===== src/rtl/digit_serial_adder.sv =====
// digit_serial_adder: WIDTH-bit a + b + cin computed DIGIT bits per clock on one reused slice.
// Latency: accept in cycle 0, out_valid in cycle N+1 (N = WIDTH/DIGIT); one op per N+2 cycles.
// Backpressure: DONE holds sum/cout/ovf stable until out_ready; in_ready low while busy.
// Optional subtract mode (a - b, sub port) when DIGIT_SERIAL_ADDER_SUB_EN is defined.
// WIDTH must be a multiple of DIGIT, with 1 <= DIGIT <= WIDTH.
module digit_serial_adder #(
  parameter int WIDTH = 16,
  parameter int DIGIT = 4
) (
  input  logic             clk,
  input  logic             rst,
  input  logic             in_valid,
  output logic             in_ready,
  input  logic [WIDTH-1:0] a,
  input  logic [WIDTH-1:0] b,
  input  logic             cin,
`ifdef DIGIT_SERIAL_ADDER_SUB_EN
  input  logic             sub,
`endif
  output logic             out_valid,
  input  logic             out_ready,
  output logic [WIDTH-1:0] sum,
  output logic             cout,
  output logic             ovf,
  output logic             busy
);

  // Number of digits per operand and a counter wide enough to hold N itself.
  localparam int N  = WIDTH / DIGIT;
  localparam int CW = $clog2(N + 1);

  typedef enum logic [1:0] {
    IDLE = 2'd0,
    RUN  = 2'd1,
    DONE = 2'd2
  } state_t;

  state_t           state_q;
  logic [WIDTH-1:0] a_q, b_q, sum_q;
  logic             c_q;
  logic [CW-1:0]    cnt_q;
  logic             cout_q, ovf_q;
  logic             in_ready_q, out_valid_q, busy_q;

  // Slice results and next-state values of the shift registers.
  logic [DIGIT:0]   slice_full;
  logic [DIGIT-1:0] slice_s;
  logic             slice_c;
  logic             msb_cin;
  logic [WIDTH-1:0] a_d, b_d, sum_d;
  logic [CW-1:0]    cnt_d;
  logic             last_digit;

  // Operand values captured at the input handshake (B optionally inverted).
  logic [WIDTH-1:0] b_load;
  logic             c_load;

`ifdef DIGIT_SERIAL_ADDER_SUB_EN
  // Subtraction is a + ~b + 1, so the inversion and forced carry happen at load time.
  always_comb begin
    b_load = sub ? ~b : b;
    c_load = sub ? 1'b1 : cin;
  end
`else
  // Addition only: operands pass straight into the shift registers.
  always_comb begin
    b_load = b;
    c_load = cin;
  end
`endif

  // One DIGIT-wide adder slice working on the low digit of each shift register.
  always_comb begin
    slice_full = {1'b0, a_q[DIGIT-1:0]} + {1'b0, b_q[DIGIT-1:0]} + {{DIGIT{1'b0}}, c_q};
    slice_s    = slice_full[DIGIT-1:0];
    slice_c    = slice_full[DIGIT];
    // Carry into the slice MSB recovered from its sum bit; for DIGIT=1 this equals c_q.
    msb_cin    = a_q[DIGIT-1] ^ b_q[DIGIT-1] ^ slice_s[DIGIT-1];
  end

  // Shift operands right by one digit; the new digit enters the sum register at the MSB end.
  always_comb begin
    a_d        = a_q >> DIGIT;
    b_d        = b_q >> DIGIT;
    sum_d      = (sum_q >> DIGIT) | (WIDTH'(slice_s) << (WIDTH - DIGIT));
    cnt_d      = cnt_q + CW'(1);
    last_digit = (cnt_q == CW'(N - 1));
  end

  // Control FSM and datapath registers; all outputs come straight from flops.
  always_ff @(posedge clk or posedge rst) begin
    if (rst) begin
      state_q     <= IDLE;
      a_q         <= '0;
      b_q         <= '0;
      sum_q       <= '0;
      c_q         <= 1'b0;
      cnt_q       <= '0;
      cout_q      <= 1'b0;
      ovf_q       <= 1'b0;
      in_ready_q  <= 1'b1;
      out_valid_q <= 1'b0;
      busy_q      <= 1'b0;
    end else begin
      case (state_q)
        IDLE: begin
          if (in_valid && in_ready_q) begin
            a_q        <= a;
            b_q        <= b_load;
            c_q        <= c_load;
            cnt_q      <= '0;
            in_ready_q <= 1'b0;
            busy_q     <= 1'b1;
            state_q    <= RUN;
          end
        end
        RUN: begin
          a_q   <= a_d;
          b_q   <= b_d;
          sum_q <= sum_d;
          c_q   <= slice_c;
          cnt_q <= cnt_d;
          if (last_digit) begin
            // Flags are only meaningful on the digit holding bit WIDTH-1.
            cout_q      <= slice_c;
            ovf_q       <= msb_cin ^ slice_c;
            out_valid_q <= 1'b1;
            state_q     <= DONE;
          end
        end
        DONE: begin
          // No pass-through: in_ready rises only after the result has left.
          if (out_ready) begin
            out_valid_q <= 1'b0;
            busy_q      <= 1'b0;
            in_ready_q  <= 1'b1;
            state_q     <= IDLE;
          end
        end
        default: begin
          out_valid_q <= 1'b0;
          busy_q      <= 1'b0;
          in_ready_q  <= 1'b1;
          state_q     <= IDLE;
        end
      endcase
    end
  end

  assign in_ready  = in_ready_q;
  assign out_valid = out_valid_q;
  assign sum       = sum_q;
  assign cout      = cout_q;
  assign ovf       = ovf_q;
  assign busy      = busy_q;

endmodule


===== config.mk =====
export PLATFORM = sky130hd
export DESIGN_NAME = digit_serial_adder
export DESIGN_NICKNAME = d
export VERILOG_FILES = /design/src/rtl/digit_serial_adder.sv
export SDC_FILE = /design/constraint.sdc
export NUM_CORES = 1
export LEC_CHECK = 0
export CAP_MARGIN = 25
export CORE_MARGIN = 3
export CORE_UTILIZATION = 47
export CTS_BUF_LIST = sky130_fd_sc_hd__clkbuf_4 sky130_fd_sc_hd__clkbuf_8
export DETAILED_ROUTE_END_ITERATION = 7
export PLACE_DENSITY = 0.84
export SLEW_MARGIN = 0
export SYNTH_ARGS = -nofsm -noshare
export SYNTH_HDL_FRONTEND = slang
export SYNTH_SLANG_ARGS = --single-unit

===== constraint.sdc =====
create_clock -name clk -period 1.85 [get_ports clk]
set_input_delay 0.4625 -clock clk [delete_from_list [all_inputs] [get_ports clk]]
set_output_delay 0.4625 -clock clk [all_outputs]
set_load 0.01 [all_outputs]

=== After elaboration in Yosys (flattened, before gate mapping) ===
Index checks and enable logic that the tools add are counted.
W data, S select, Z words.

* $add $sub $neg: 3
* Eq/ne operators: 6
* Mux-type cells: 20
* Bitwise operators: 6
* Reductions and logical operators: 8

{| class="wikitable"
|+ Operator list
! operator !! count
|-
| $pmux W16 S2 || 2
|-
| $mux W16 || 2
|-
| $or A12 B16 Y16 || 1
|-
| $pmux W1 S3 || 3
|-
| $reduce_and A3 Y1 || 3
|-
| $mux W1 || 6
|-
| $mux W2 || 3
|-
| $ne A2 B2 Y1 const B || 3
|-
| $pmux W2 S3 || 1
|-
| $pmux W3 S2 || 1
|-
| $add A4 B4 Y5 || 1
|-
| $add A5 B1 Y5 || 1
|-
| $reduce_and A2 Y1 || 2
|-
| $add A3 B1 Y3 const B || 1
|-
| $eq A3 B2 Y1 const B || 1
|-
| $mux W3 || 1
|-
| $xor A1 B1 Y1 || 3
|-
| $eq A2 B1 Y1 const B || 1
|-
| $eq A2 B2 Y1 const B || 1
|-
| $logic_not A2 Y1 || 1
|-
| $not A1 Y1 || 2
|-
| $pmux W1 S2 || 1
|-
| $reduce_bool A2 Y1 || 1
|-
| $logic_and A1 B1 Y1 || 1
|}

* Register bits after elaboration: 59
* Bits of input ports: 37
* Output and inout port bits: 21
* Word-level logic and storage cells: 54

=== Depth between registers and ports, before layout ===
* Word-level depth: 4
* Gate-level depth with buffers: 7
* Mapped depth without buffers: 7

=== Worst setup path before layout ===
Ideal clock, no wire load.

* Kind: reg2reg
* Start: register a_q[0]
* End: register ovf_q, in the netlist ovf
* Setup time: 128 ps
* Data arrival time: 1527 ps
* Data required time: 1722 ps
* Slack: 195 ps
* Stages on the path, launching flop included: 8
* Buffers on the path: 0
* Clock period less this slack: 1655 ps
* Cell sequence: dfrtp_1 -> fa_1 -> inv_1 -> fa_1 -> nand2b_1 -> a21oi_1 -> xor2_1 -> o21ai_0

* Cells in the longest elaborated chain, start to end: 4

{| class="wikitable"
|+ Ends and longest elaborated chain
! what !! RTL line !! text
|-
| start, declared || 39 || <nowiki>logic [WIDTH-1:0] a_q, b_q, sum_q;</nowiki>
|-
| start signal, assigned || 94 || <nowiki>a_q <= '0;</nowiki>
|-
| start signal, assigned || 108 || <nowiki>a_q <= a;</nowiki>
|-
| start signal, assigned || 118 || <nowiki>a_q <= a_d;</nowiki>
|-
| $add A4 B4 Y5 * || 74 || <nowiki>slice_full = {1'b0, a_q[DIGIT-1:0]} + {1'b0, b_q[DIGIT-1:0]} + {{DIGIT{1'b0}}, c_q};</nowiki>
|-
| $add A5 B1 Y5 * || 74 ||
|-
| $xor A1 B1 Y1 || 78 || <nowiki>msb_cin = a_q[DIGIT-1] ^ b_q[DIGIT-1] ^ slice_s[DIGIT-1];</nowiki>
|-
| $xor A1 B1 Y1 * || 126 || <nowiki>ovf_q <= msb_cin ^ slice_c;</nowiki>
|-
| end signal, assigned || 126 ||
|-
| end, declared || 42 || <nowiki>logic cout_q, ovf_q;</nowiki>
|}

Mark *: on every way between the ends. The rest lies on a longest branch, timed or not.
A chain may end at the register's enable or synchronous reset.

=== Worst setup path after layout ===
Ends and elaborated chain as after synthesis.

==> impl_metrics.env <==
export IMPL_status="finished, final reports clean"
export IMPL_drcViolationCount=0
export IMPL_routed_wirelength_mm=5.42
export IMPL_grtUsageTotal_pct=17.9
export IMPL_cp_data_arrival_time_ns=1.95
export IMPL_crit_path_max_incr_delay_ns=0.39
export IMPL_finalNonFillerCells=386
export IMPL_synth_seq_cells=59
export IMPL_p_clk_share_pct=19.1
export IMPL_ant_nets=0
export IMPL_wl_per_cell_um=14.0
export IMPL_syn_nets=292
export IMPL_fmax_mhz=576
export IMPL_die_area_um2=6510
export IMPL_yosysMostFrequentCell="nand2_1"
export IMPL_synth_distinct_cells=24
export IMPL_rr_endpoint="ovf"
export IMPL_synth_flop_cell="dfrtp_1"
export IMPL_viasPerCell=5.00
export IMPL_synthArstFlopShare_pct=100
export IMPL_fp_dieH_um=80.7
export IMPL_clkTransAtPathRegs_ns=0.06
export IMPL_setup_viol=0
export IMPL_hpwl_mm=3.78
export IMPL_slew_headroom_pct=74.7
export IMPL_nets=355
export IMPL_avgSynthCellArea_um2=10.6
export IMPL_synth_common_cells="nand2_1 (75), dfrtp_1 (58), mux2i_1 (25)"
export IMPL_fin_worst_skew_ns=0.00307
export IMPL_crit_fanout=3
export IMPL_cp_common_cell="fa_2"
export IMPL_powerDensity_nw_per_um2=1620
export IMPL_path_delay_family="adder cells"
export IMPL_synth_warnings=0
export IMPL_area_delta_synth_final_pct=32.9
export IMPL_cts_buffers=9
export IMPL_switching_share_pct=35.5
export IMPL_place_inst=369
export IMPL_gp_congestion=0.833
export IMPL_path_buf_inv=1
export IMPL_end_kind="flop"
export IMPL_htree_num_levels=3
export IMPL_cp_startpoint="a_q[0]"
export IMPL_vias=1929
export IMPL_combPwrFrac_pct=41.7
export IMPL_intPower_w=0.00363
export IMPL_hold_path_class="in -> async"
export IMPL_antenna_cells=0
export IMPL_crit_required_ns=2.06
export IMPL_syn_area_um2=2620
export IMPL_die_w_um=80.7
export IMPL_switchingPower_w=0.00200
export IMPL_initial_core_util_pct=50.1
export IMPL_drt_iter0_markers=110
export IMPL_clock_path_buffers=2
export IMPL_cts_root_buf="clkbuf_8"
export IMPL_synth_top_cell_by_area="dfrtp_1"
export IMPL_grt_overflow=0
export IMPL_synth_cells=248
export IMPL_start_kind="flop"
export IMPL_power_w=0.00564
export IMPL_worstMarginPinSlew_ns=0.379
export IMPL_clk_insertion_delay_late_ns=0.33
export IMPL_synth_edff_count=0
export IMPL_fin_area_um2=3490
export IMPL_maxCapViolCount=0
export IMPL_io_pin_count=58
export IMPL_cp_cell_sequence="fa_2 -> inv_1 -> fa_2 -> nand2b_4 -> a21oi_4 -> xor2_1 -> o21ai_0"
export IMPL_antenna_found_initial=0
export IMPL_maxSlewViolCount=0
export IMPL_firstDrtPassIters=4
export IMPL_cts_tree="built"
export IMPL_yosys_top_cells_area="dfrtp_1 (55%), nand2_1 (11%), mux2i_1 (9.5%), o21ai_0 (4.4%), a22o_1 (3.0%)"
export IMPL_period_share_pct=93.8
export IMPL_synth_top_area_share_pct=55.3
export IMPL_portBuffers=57
export IMPL_crit_path_end="ovf"
export IMPL_yosysSeqAreaShare_pct=56.3
export IMPL_cts_sinks=59
export IMPL_placementRows=26
export IMPL_rsz0062_at_grt="false"
export IMPL_reg2reg_depth=7
export IMPL_grt_max_degree=40
export IMPL_placed_area_um2=3270
export IMPL_seqPwrFrac_pct=39.2
export IMPL_rrSetupSlack_ns=0.11
export IMPL_grt_pass1_vias=1983
export IMPL_crit_type="reg -> reg"
export IMPL_finalHoldViolations=0
export IMPL_timing_rr_start="a_q[0]"
export IMPL_power_leakage_nw=1.78
export IMPL_core_um2=5240
export IMPL_vdd_drop_max_mv=0.850
export IMPL_grt_pass1_wl_mm=8.81
export IMPL_cp_slowest_cell="dfrtp_1"
export IMPL_cp_depth=7
export IMPL_drive_above_1_share_pct=11.1
export IMPL_min_period_ns=1.74
-- registers in the layout, indices dropped and copies added, names as in the netlist, 2 cells and up --
register	cells
sum	16
a_q	16
cnt_q	3
b_q	16
state_q	2
-- area by class of cell --
type	instances	area, um2
inverter	6	26.3
sequential	59	1480
clock buffer	14	174
fill	403	1750
tap	70	87.6
multi-input combinational	168	1030
timing repair buffer	67	682
clock inverter	2	10.0
-- logic make-up after synthesis --
family / count (synthesis) / synth area share, %
AOI/OAI and AO/OA: 48 / 10.8
xor gates and xnor gates: 3 / 1.00
buffers and inverters: 21 / 5.44
muxes: 26 / 9.97
adders and majority gates: 7 / 3.91
and+or+nand+nor: 84 / 12.5
DFF: 59 / 56.3
-- cell usage in the layout (no fill, tap or decap), drive strengths merged, types with 3 or more instances in the layout --
cell / instances
dfrtp: 58
mux2i: 25
inv: 5
xor2: 3
a22o: 9
a21oi: 3
nor2: 4
nand2: 75
clkdlybuf4s50: 56
clkbuf: 14
o21ai: 32
buf: 10
ha: 5
-- power groups by stage --
stage	Sequential (W)	Combinational [W]	Clock [W]
2_1_floorplan	0.00223	0.00144	0
3_3_place_gp	0.00220	0.00213	0
3_5_place_dp	0.00223	0.00224	0
4_1_cts	0.00221	0.00227	0.00110
5_1_grt	0.00228	0.00262	0.00115
6_report	0.00221	0.00235	0.00108
-- stage by stage --
stage	TNS [ns]	setup slack (ns)	utilization, %	hold WS (ns)
2_1_floorplan	0	0.195	-	0.449
3_3_place_gp	0	0.00183	62.5	0.456
5_1_grt	0	0.0357	66.6	0.434
6_report	0	0.114	66.6	0.423
3_5_place_dp	-0.313	-0.0448	62.5	0.466
4_1_cts	0	0.0337	66.1	0.417
-- repair_timing --
| item | CTS | global route |
|---|---|---|
| endpoints found under the setup margin | 3 | 2 |
| hold buffers | 0 | 0 |
| setup buffers | 0 | 1 |
| resized for setup | 2 | 5 |
| pin swaps | 0 | 1 |
-- worst min-delay path by stage --
stage,startpoint,endpoint,slack [ns],cells past startpoint
2_1_floorplan,a_q[10],a_q[10],0.45,2
3_3_place_gp,sum[2],sum[2],0.46,2
3_5_place_dp,sum[0],sum[0],0.47,2
4_1_cts,rst,sum[15],0.42,2
5_1_grt,rst,sum[11],0.43,2
6_report,rst,sum[11],0.42,2
-- metal layers --
layer | part of all wire [%] | global-route usage (%) | vias to the layer above
met4 | 2.6 | 9.29 | 0
li1 | - | - | 949
met5 | 0 | 0 | -
met3 | 4.9 | 4.15 | 16
met1 | 45 | 22.2 | 903
met2 | 48 | 29.2 | 61
(Power assumes the default switching activity.)
